`config.mk`:
```
export PLATFORM = sky130hd
export DESIGN_NAME = uart_roi_report_tx
export DESIGN_NICKNAME = d
export VERILOG_FILES = /design/src/rtl/uart_roi_report_tx.sv
export SDC_FILE = /design/constraint.sdc
export NUM_CORES = 1
export LEC_CHECK = 0
export ABC_CLOCK_PERIOD_IN_PS = 4100
export CAP_MARGIN = 30
export CORE_MARGIN = 2
export CORE_UTILIZATION = 35
export DETAILED_ROUTE_END_ITERATION = 8
export GPL_TIMING_DRIVEN = 0
export HOLD_SLACK_MARGIN = 0.03
export PLACE_DENSITY = 0.52
export SLEW_MARGIN = 30
export SYNTH_ARGS = -nofsm -noshare
export SYNTH_HDL_FRONTEND = slang
export SYNTH_SLANG_ARGS = --single-unit
```
`constraint.sdc`:
```
create_clock -name sys_clk -period 4.1 [get_ports sys_clk]
set_clock_uncertainty 0.15 [all_clocks]
set_input_delay 0.41 -clock sys_clk [delete_from_list [all_inputs] [get_ports sys_clk]]
set_output_delay 0.41 -clock sys_clk [all_outputs]
set_load 0.01 [all_outputs]
```
`src/rtl/uart_roi_report_tx.sv`:
```
// UART transmitter for ROI read-back. On request it snapshots (x,y,w,h) and sends an 11-byte
// 8N1 frame: two headers, four 10-bit fields as high/low byte pairs, and a mod-256 payload checksum.
module uart_roi_report_tx #(
  parameter int          CLK_FREQ = 50_000_000,
  parameter int          UART_BPS = 9600,
  parameter logic [7:0]  HEADER0  = 8'h55,
  parameter logic [7:0]  HEADER1  = 8'hAA
) (
  input  logic       sys_clk,
  input  logic       sys_rst,
  input  logic       send_req,
  input  logic [9:0] x,
  input  logic [9:0] y,
  input  logic [9:0] w,
  input  logic [9:0] h,
  output logic       busy,
  output logic       done,
  output logic       tx
);

  localparam int             BAUD_CNT_MAX = CLK_FREQ / UART_BPS;
  localparam int             BW           = (BAUD_CNT_MAX > 1) ? $clog2(BAUD_CNT_MAX) : 1;
  localparam logic [BW-1:0]  BAUD_LAST    = BW'(BAUD_CNT_MAX - 1);
  localparam logic [3:0]     LAST_BYTE    = 4'd10;

  typedef enum logic [1:0] {IDLE, START, DATA, STOP} state_t;

  state_t          state_q, state_n;
  logic [BW-1:0]   baud_cnt_q, baud_cnt_n;
  logic [2:0]      bit_cnt_q, bit_cnt_n;
  logic [3:0]      byte_idx_q, byte_idx_n;
  logic [9:0]      x_q, y_q, w_q, h_q;
  logic [9:0]      x_n, y_n, w_n, h_n;
  logic            tx_q, tx_n, busy_q, busy_n, done_q, done_n;
  logic [7:0]      chk, cur_byte;
  logic            bit_tick;

  assign busy     = busy_q;
  assign done     = done_q;
  assign tx       = tx_q;
  assign bit_tick = (baud_cnt_q == BAUD_LAST);

  // Checksum is taken from the latched snapshot, so it always matches the bytes on the wire.
  assign chk = {6'b0, x_q[9:8]} + x_q[7:0] + {6'b0, y_q[9:8]} + y_q[7:0]
             + {6'b0, w_q[9:8]} + w_q[7:0] + {6'b0, h_q[9:8]} + h_q[7:0];

  always_comb begin
    // NOTE: every signal gets a default before the case so no path leaves it unassigned (no latches).
    cur_byte = chk;
    case (byte_idx_q)
      4'd0:    cur_byte = HEADER0;
      4'd1:    cur_byte = HEADER1;
      4'd2:    cur_byte = {6'b0, x_q[9:8]};
      4'd3:    cur_byte = x_q[7:0];
      4'd4:    cur_byte = {6'b0, y_q[9:8]};
      4'd5:    cur_byte = y_q[7:0];
      4'd6:    cur_byte = {6'b0, w_q[9:8]};
      4'd7:    cur_byte = w_q[7:0];
      4'd8:    cur_byte = {6'b0, h_q[9:8]};
      4'd9:    cur_byte = h_q[7:0];
      default: cur_byte = chk;
    endcase
  end

  always_comb begin
    state_n    = state_q;
    baud_cnt_n = baud_cnt_q;
    bit_cnt_n  = bit_cnt_q;
    byte_idx_n = byte_idx_q;
    x_n        = x_q;
    y_n        = y_q;
    w_n        = w_q;
    h_n        = h_q;
    tx_n       = tx_q;
    busy_n     = busy_q;
    done_n     = 1'b0;

    case (state_q)
      IDLE: begin
        tx_n   = 1'b1;
        busy_n = 1'b0;
        if (send_req) begin
          x_n        = x;
          y_n        = y;
          w_n        = w;
          h_n        = h;
          state_n    = START;
          baud_cnt_n = '0;
          bit_cnt_n  = '0;
          byte_idx_n = '0;
          tx_n       = 1'b0;
          busy_n     = 1'b1;
        end
      end
      START: begin
        if (bit_tick) begin
          baud_cnt_n = '0;
          bit_cnt_n  = '0;
          state_n    = DATA;
          tx_n       = cur_byte[0];
        end else begin
          baud_cnt_n = baud_cnt_q + 1'b1;
        end
      end
      DATA: begin
        if (bit_tick) begin
          baud_cnt_n = '0;
          if (bit_cnt_q == 3'd7) begin
            state_n = STOP;
            tx_n    = 1'b1;
          end else begin
            bit_cnt_n = bit_cnt_q + 1'b1;
            tx_n      = cur_byte[bit_cnt_n];
          end
        end else begin
          baud_cnt_n = baud_cnt_q + 1'b1;
        end
      end
      STOP: begin
        if (bit_tick) begin
          baud_cnt_n = '0;
          if (byte_idx_q == LAST_BYTE) begin
            state_n = IDLE;
            busy_n  = 1'b0;
            done_n  = 1'b1;
            tx_n    = 1'b1;
          end else begin
            byte_idx_n = byte_idx_q + 1'b1;
            state_n    = START;
            tx_n       = 1'b0;
          end
        end else begin
          baud_cnt_n = baud_cnt_q + 1'b1;
        end
      end
      default: state_n = IDLE;
    endcase
  end

  always_ff @(posedge sys_clk or posedge sys_rst) begin
    if (sys_rst) begin
      state_q    <= IDLE;
      baud_cnt_q <= '0;
      bit_cnt_q  <= '0;
      byte_idx_q <= '0;
      x_q        <= '0;
      y_q        <= '0;
      w_q        <= '0;
      h_q        <= '0;
      tx_q       <= 1'b1;
      busy_q     <= 1'b0;
      done_q     <= 1'b0;
    end else begin
      // NOTE: non-blocking assignments keep every register updating from pre-edge values.
      state_q    <= state_n;
      baud_cnt_q <= baud_cnt_n;
      bit_cnt_q  <= bit_cnt_n;
      byte_idx_q <= byte_idx_n;
      x_q        <= x_n;
      y_q        <= y_n;
      w_q        <= w_n;
      h_q        <= h_n;
      tx_q       <= tx_n;
      busy_q     <= busy_n;
      done_q     <= done_n;
    end
  end

endmodule

```
==> flow_summary.toml, run 1 <==
[outcome]
status = "finished with violations"
violations = "setup timing"

[clock_network]
clockBufferDepth = 2
clock_latency_ps = 340
cts_sinks = 65
clk_pin_slew_worst_paths_ps = 50
cts-root-buf = "clkbuf_16"
numCtsBuffers = 9
cts-hold-fix-buffers = 0
cts_tree = "built"
htreeDepth = 3

[drt]
drt-initial-drc-count = 158
ant_nets = 0
viasPerCell = 5.04
vias = 3352
first_pass_iters = 4
remaining_drc_errors = 0
wl_per_cell_um = 16.2
routed_wirelength_um = 10800

[floorplan]
row_count = 41
fp.dieW_um = 117
die_h_um = 117
initial_utilization = 0.355
die_area_um2 = 13600
pin_count = 46
core_area_um2 = 12500

[timing]
slew_violations = 0
rsz0062_at_grt = "yes"
setup_ws_ps = -288
period_share = 1.07
finalHoldViolations = 0
slew_headroom = 0.414
period_needed_ps = 4390
fmax_mhz = 228
setup_viol = 1
worst_pin_slew_ps = 880

[critical_path]
worstRegToRegCells = 16
cp.arrival_ps = 4500
cp_slowest_stage_delay_ps = 540
path_max_fanout = 2
cp_cell_sequence = "fa_1 -> inv_1 -> fa_1 -> fa_1 -> fa_1 -> inv_1 -> ha_2 -> inv_2 -> fa_2 -> nand2b_4 -> a21oi_4 -> o22ai_2 -> xnor2_1 -> a21oi_1 -> o311a_1 -> a31oi_2"
cp.required_ps = 4210
critPathSlowestCell = "fa_1"
crit_path_end_kind = "register"
start_kind = "register"
r2r-start = "x_q[1]"
r2r-end = "tx"
rrSetupSlack_ps = -290
cpMostUsedCell = "fa_1"
path_class = "register to register"

[layout]
n_antenna_cell = 0
regArea_um2 = 1630
utilization = 0.440
finalNetCount = 580
area_growth_pct = 23.8
fill_cells = 1196
multi_input_area_um2 = 2550
layout-drive-gt1-share = 0.187

[place]
portBuffers = 45
gp_congestion = 0.823
dp_hpwl_um = 7930

[synth]
yosysWarnings = 0
synth_nets = 521
async_flop_share = 1.00
syn_inst = 429
synth.area.top_cells = "dfrtp_1 (36%), mux2_2 (11%), fa_1 (9.5%), ha_1 (7.9%), inv_1 (4.2%)"
ys_types = 56
yosys.area.top_type = "dfrtp_1"
post_synth.cell_area_avg_um2 = 10.3
yosysSeqAreaShare = 0.367
synth_edf_count = 0
ys_ff_latch = 65
ys.flop_type = "dfrtp_1"
synthDominantCellAreaShare = 0.361
netlist_area_um2 = 4430

[flow_run]
cap_viol_max_count = 0

[global_routing]
overflow = 0
antenna_found_initial = 0
grt_pass1_wl_um = 17700
grt_max_degree = 34
grt.total_usage = 0.174
grt_pass1_vias = 3523

[worst_hold_path]
hold_path_class = "input pin to asynchronous set/reset pin"
## cell type report
class / instances / area share
tap: 172 / 0.0392
inverter: 51 / 0.0354
clock inverter: 2 / 0.00639
buffer: 21 / 0.0194
multi-input combinational: 292 / 0.464
timing repair buffer: 48 / 0.0885
sequential: 65 / 0.297
clock buffer: 14 / 0.0500
## per-layer routing
layer	track usage	routed length [um]
met1	0.216	4760
met2	0.298	5430
met3	0.0493	424
met4	0.0500	143
met5	0	0
## Yosys cell counts (2+ instances only)
library cell  instances
a32oi_1               2
nor2b_1               7
ha_1                 28
nand3_1              12
and3_1                2
fa_1                 21
a221oi_1              3
nand2b_1              4
a22oi_1              10
and2_1                2
nand4_1               8
dfrtp_1              64
nor4bb_1              2
buf_6                 2
mux2_2               44
o21bai_1              2
o22ai_1               5
o31a_1                2
buf_2                 9
clkbuf_1              9
o221ai_1              2
a21oi_1              16
xor2_1                3
inv_1                50
and4_1                2
xnor2_1              11
a21oi_2               2
a211oi_1              3
o21ai_0              32
or3_1                 2
o31ai_1               2
nor2_1               16
nand2_1              20
nor3_1                3
a21o_1                2
a31oi_1               5
## registers in the layout, indices dropped and copies added, names as in the netlist
| name | flops |
|---|---|
| w_q | 10 |
| y_q | 10 |
| state_q | 2 |
| bit_cnt_q | 3 |
| byte_idx_q | 4 |
| baud_cnt_q | 13 |
| h_q | 10 |
| done | 1 |
| x_q | 10 |
| tx | 1 |
| busy | 1 |
## how the worst max path moves through the flow
stage / slack, ps / endpoint / start
final: -290 / tx / x_q[1]
after global routing: -480 / tx / x_q[1]
after CTS: -330 / tx / x_q[1]
after detailed placement: -350 / tx / x_q[1]
after global placement: -350 / tx / x_q[1]
after floorplan: -70 / tx / x_q[1]
## repair_timing
action	in CTS	in global routing
pin swaps	0	2
buffers inserted	2	0
setup endpoints to repair	1	1
resized for setup	2	3
## cell families after synthesis
kind of cell | Yosys count | synth area share
fa+ha+maj | 49 | 0.174
compound gates | 96 | 0.141
buf+inv | 72 | 0.0672
simple gates | 89 | 0.111
mux | 44 | 0.112
xor+xnor | 14 | 0.0277
flops | 65 | 0.367
## critical path, delay by kind of cell (launching register included)
family                     cells  cell delay (ps)
buffers and inverters          3              160
xor gates and xnor gates       1              160
AOI/OAI and AO/OA              5              830
DFF                            1              400
and+or+nand+nor                1              160
adders and majority gates      6             2440
## placed cells by master, fill, tap and decap left out, drive strengths merged, types with 3 or more instances in the layout
master,netlist,final
ha,28,28
nand3,12,12
clkbuf,10,24
dfrtp,64,64
nand2,20,20
and3,3,3
a221oi,3,3
o22ai,5,5
a21oi,18,18
a211oi,3,3
nor3,3,3
xnor2,11,11
fa,21,21
buf,11,14
clkdlybuf4s50,0,45
nor2b,7,7
nor2,17,17
xor2,3,3
mux2,44,44
inv,51,51
nand2b,4,4
nand4,8,8
a31oi,5,5
a22oi,10,10
o21ai,33,33
## per-stage QoR
step	cell area, um^2	instances	setup slack, ps	setup TNS [ps]	hold WS (ps)
2_1_floorplan	4450	429	-72.8	-72.8	312
3_3_place_gp	5120	646	-354	-354	338
3_5_place_dp	5140	647	-347	-347	345
4_1_cts	5480	665	-329	-329	297
5_1_grt	5490	665	-484	-484	330
6_report	5490	665	-288	-288	284
Power of run 1 is left out: the tool's default activity adds up to more than one toggle a clock period on the data nets, which glitch-free logic cannot reach.
==> inputs of run 2 (changes only) <==
Settings changed: MAX_ROUTING_LAYER set to met4, REMOVE_ABC_BUFFERS set to 1.
==> run 2 against run 1 <==
  * Final cell count decreased by 3.2%
  * Highest routed layer unchanged
  * Largest cell class unchanged
  * Setup slack lost 29 ps
  * Critical path type unchanged
  * The flow still finishes with violations (setup timing)
  * Flip-flop and latch count unchanged
  * Critical path depth stayed put
  * Worst hold slack lost 5.9 ps
  * Sequential share of layout area grew 0.70 points
  * Global-route usage is 0.78 points lower
==> flow_summary.toml, run 2 (same netlist as run 1, synthesis figures left out) <==
[floorplan]
die_area_um2 = 13600
pin_count = 46
die_h_um = 117
core_area_um2 = 12500
fp.dieW_um = 117
initial_utilization = 0.355
row_count = 41

[critical_path]
rrSetupSlack_ps = -320
worstRegToRegCells = 16
path_class = "register to register"
cp_cell_sequence = "inv_2 -> fa_1 -> fa_1 -> fa_1 -> fa_1 -> inv_1 -> ha_2 -> inv_2 -> fa_2 -> nand2b_4 -> a21oi_4 -> o22ai_2 -> xnor2_1 -> a21oi_1 -> o311a_1 -> a31oi_1"
cp.arrival_ps = 4530
cp.required_ps = 4210
cpMostUsedCell = "fa_1"
startpoint = "h_q[1]"
cp_slowest_stage_delay_ps = 570
start_kind = "register"
critPathCapture = "tx"
crit_path_end_kind = "register"
path_max_fanout = 2
critPathSlowestCell = "fa_1"
r2r-start = "h_q[1]"
r2r-end = "tx"

[drt]
viasPerCell = 5.03
routed_wirelength_um = 9840
first_pass_iters = 4
ant_nets = 0
vias = 3242
remaining_drc_errors = 0
wl_met3_um = 449
dr.max_layer_used = "met4"
wl_per_cell_um = 15.3
met2WireLength_um = 4650
wl_met1_um = 4670
drt-initial-drc-count = 124

[worst_hold_path]
hold_path_class = "input pin to asynchronous set/reset pin"

[outcome]
status = "finished with violations"
violations = "setup timing"

[place]
portBuffers = 45
dpl-instance-area_um2 = 5020
gp_congestion = 0.790
dp_hpwl_um = 6950

[layout]
layout_common_cells = "dfrtp_1 (64), inv_1 (46), clkdlybuf4s50_1 (45), mux2_2 (44), o21ai_0 (32)"
layout_commonest_cell = "dfrtp_1"
regMostFlops = "baud_cnt_q"
design_area_um2 = 5360
layout-drive-gt1-share = 0.180
area_growth_pct = 21.0
largest_register_ffs = 13
fill_cells = 1230
n_antenna_cell = 0
utilization = 0.430
finalNetCount = 561

[global_routing]
grt_pass1_vias = 3366
antenna_found_initial = 0
overflow = 0
grt_pass1_wl_um = 16600
grt.total_usage = 0.167
grt_max_degree = 45

[clock_network]
clk_pin_slew_worst_paths_ps = 60
htreeDepth = 3
cts_sinks = 65
clockBufferDepth = 2
clock_latency_ps = 340
cts_tree = "built"
cts-root-buf = "clkbuf_16"
numCtsBuffers = 9

[timing]
setup_viol = 1
setup_ws_ps = -317
setup-tns-final_ps = -317
rsz0062_at_grt = "yes"
worst_pin_slew_ps = 820
fmax_mhz = 226
slew_headroom = 0.451
slew_violations = 0
period_needed_ps = 4420
finalHoldViolations = 0
period_share = 1.08

[flow_run]
cap_viol_max_count = 0
==> run 2: metrics by stage <==
stage | worst slack, ps | cells | hold slack [ps]
after floorplan | -288 | 408 | 312
after global placement | -575 | 625 | 340
after detailed placement | -581 | 626 | 342
after CTS | -311 | 644 | 270
after global routing | -493 | 644 | 321
final | -317 | 644 | 278
==> run 2: timing repair <==
item,in CTS,in global routing
pin swaps,11,0
setup buffers,4,0
endpoints found under the setup margin,1,1
resized for setup,11,0
hold buffers,0,0
==> run 2: cell type report <==
type,instances,area (um^2),share of cell area
clock buffers,11,253,0.0472
clock inverters,3,17.5,0.00327
well taps,172,215,0.0402
inverters,51,194,0.0362
flip-flops and latches,65,1630,0.304
repair buffers,50,500,0.0934
multi-input cells,292,2550,0.476
==> run 2: metal layers <==
metal	vias up	global-route usage
li1	1580	-
met1	1603	0.219
met2	54	0.250
met3	5	0.0529
met4	0	0.0429
met5	-	-
==> run 2: worst max-delay path, delay by kind of cell, from the launching register on <==
kind | cells | cell delay [ps]
AOI/OAI and AO/OA | 5 | 820
adders and majority gates | 6 | 2510
buffers and inverters | 3 | 160
xor gates and xnor gates | 1 | 150
and+or+nand+nor | 1 | 160
DFF | 1 | 370
==> run 2: how the worst min path moves through the flow <==
stage | depth (start not counted) | endpoint | startpoint
finish | 2 | w_q[6] | sys_rst
global route | 2 | bit_cnt_q[2] | sys_rst
CTS | 2 | bit_cnt_q[2] | sys_rst
detailed placement | 1 | baud_cnt_q[2] | baud_cnt_q[2]
global placement | 1 | baud_cnt_q[2] | baud_cnt_q[2]
floorplan | 1 | baud_cnt_q[2] | baud_cnt_q[2]
Power of run 2 is left out for the same reason.
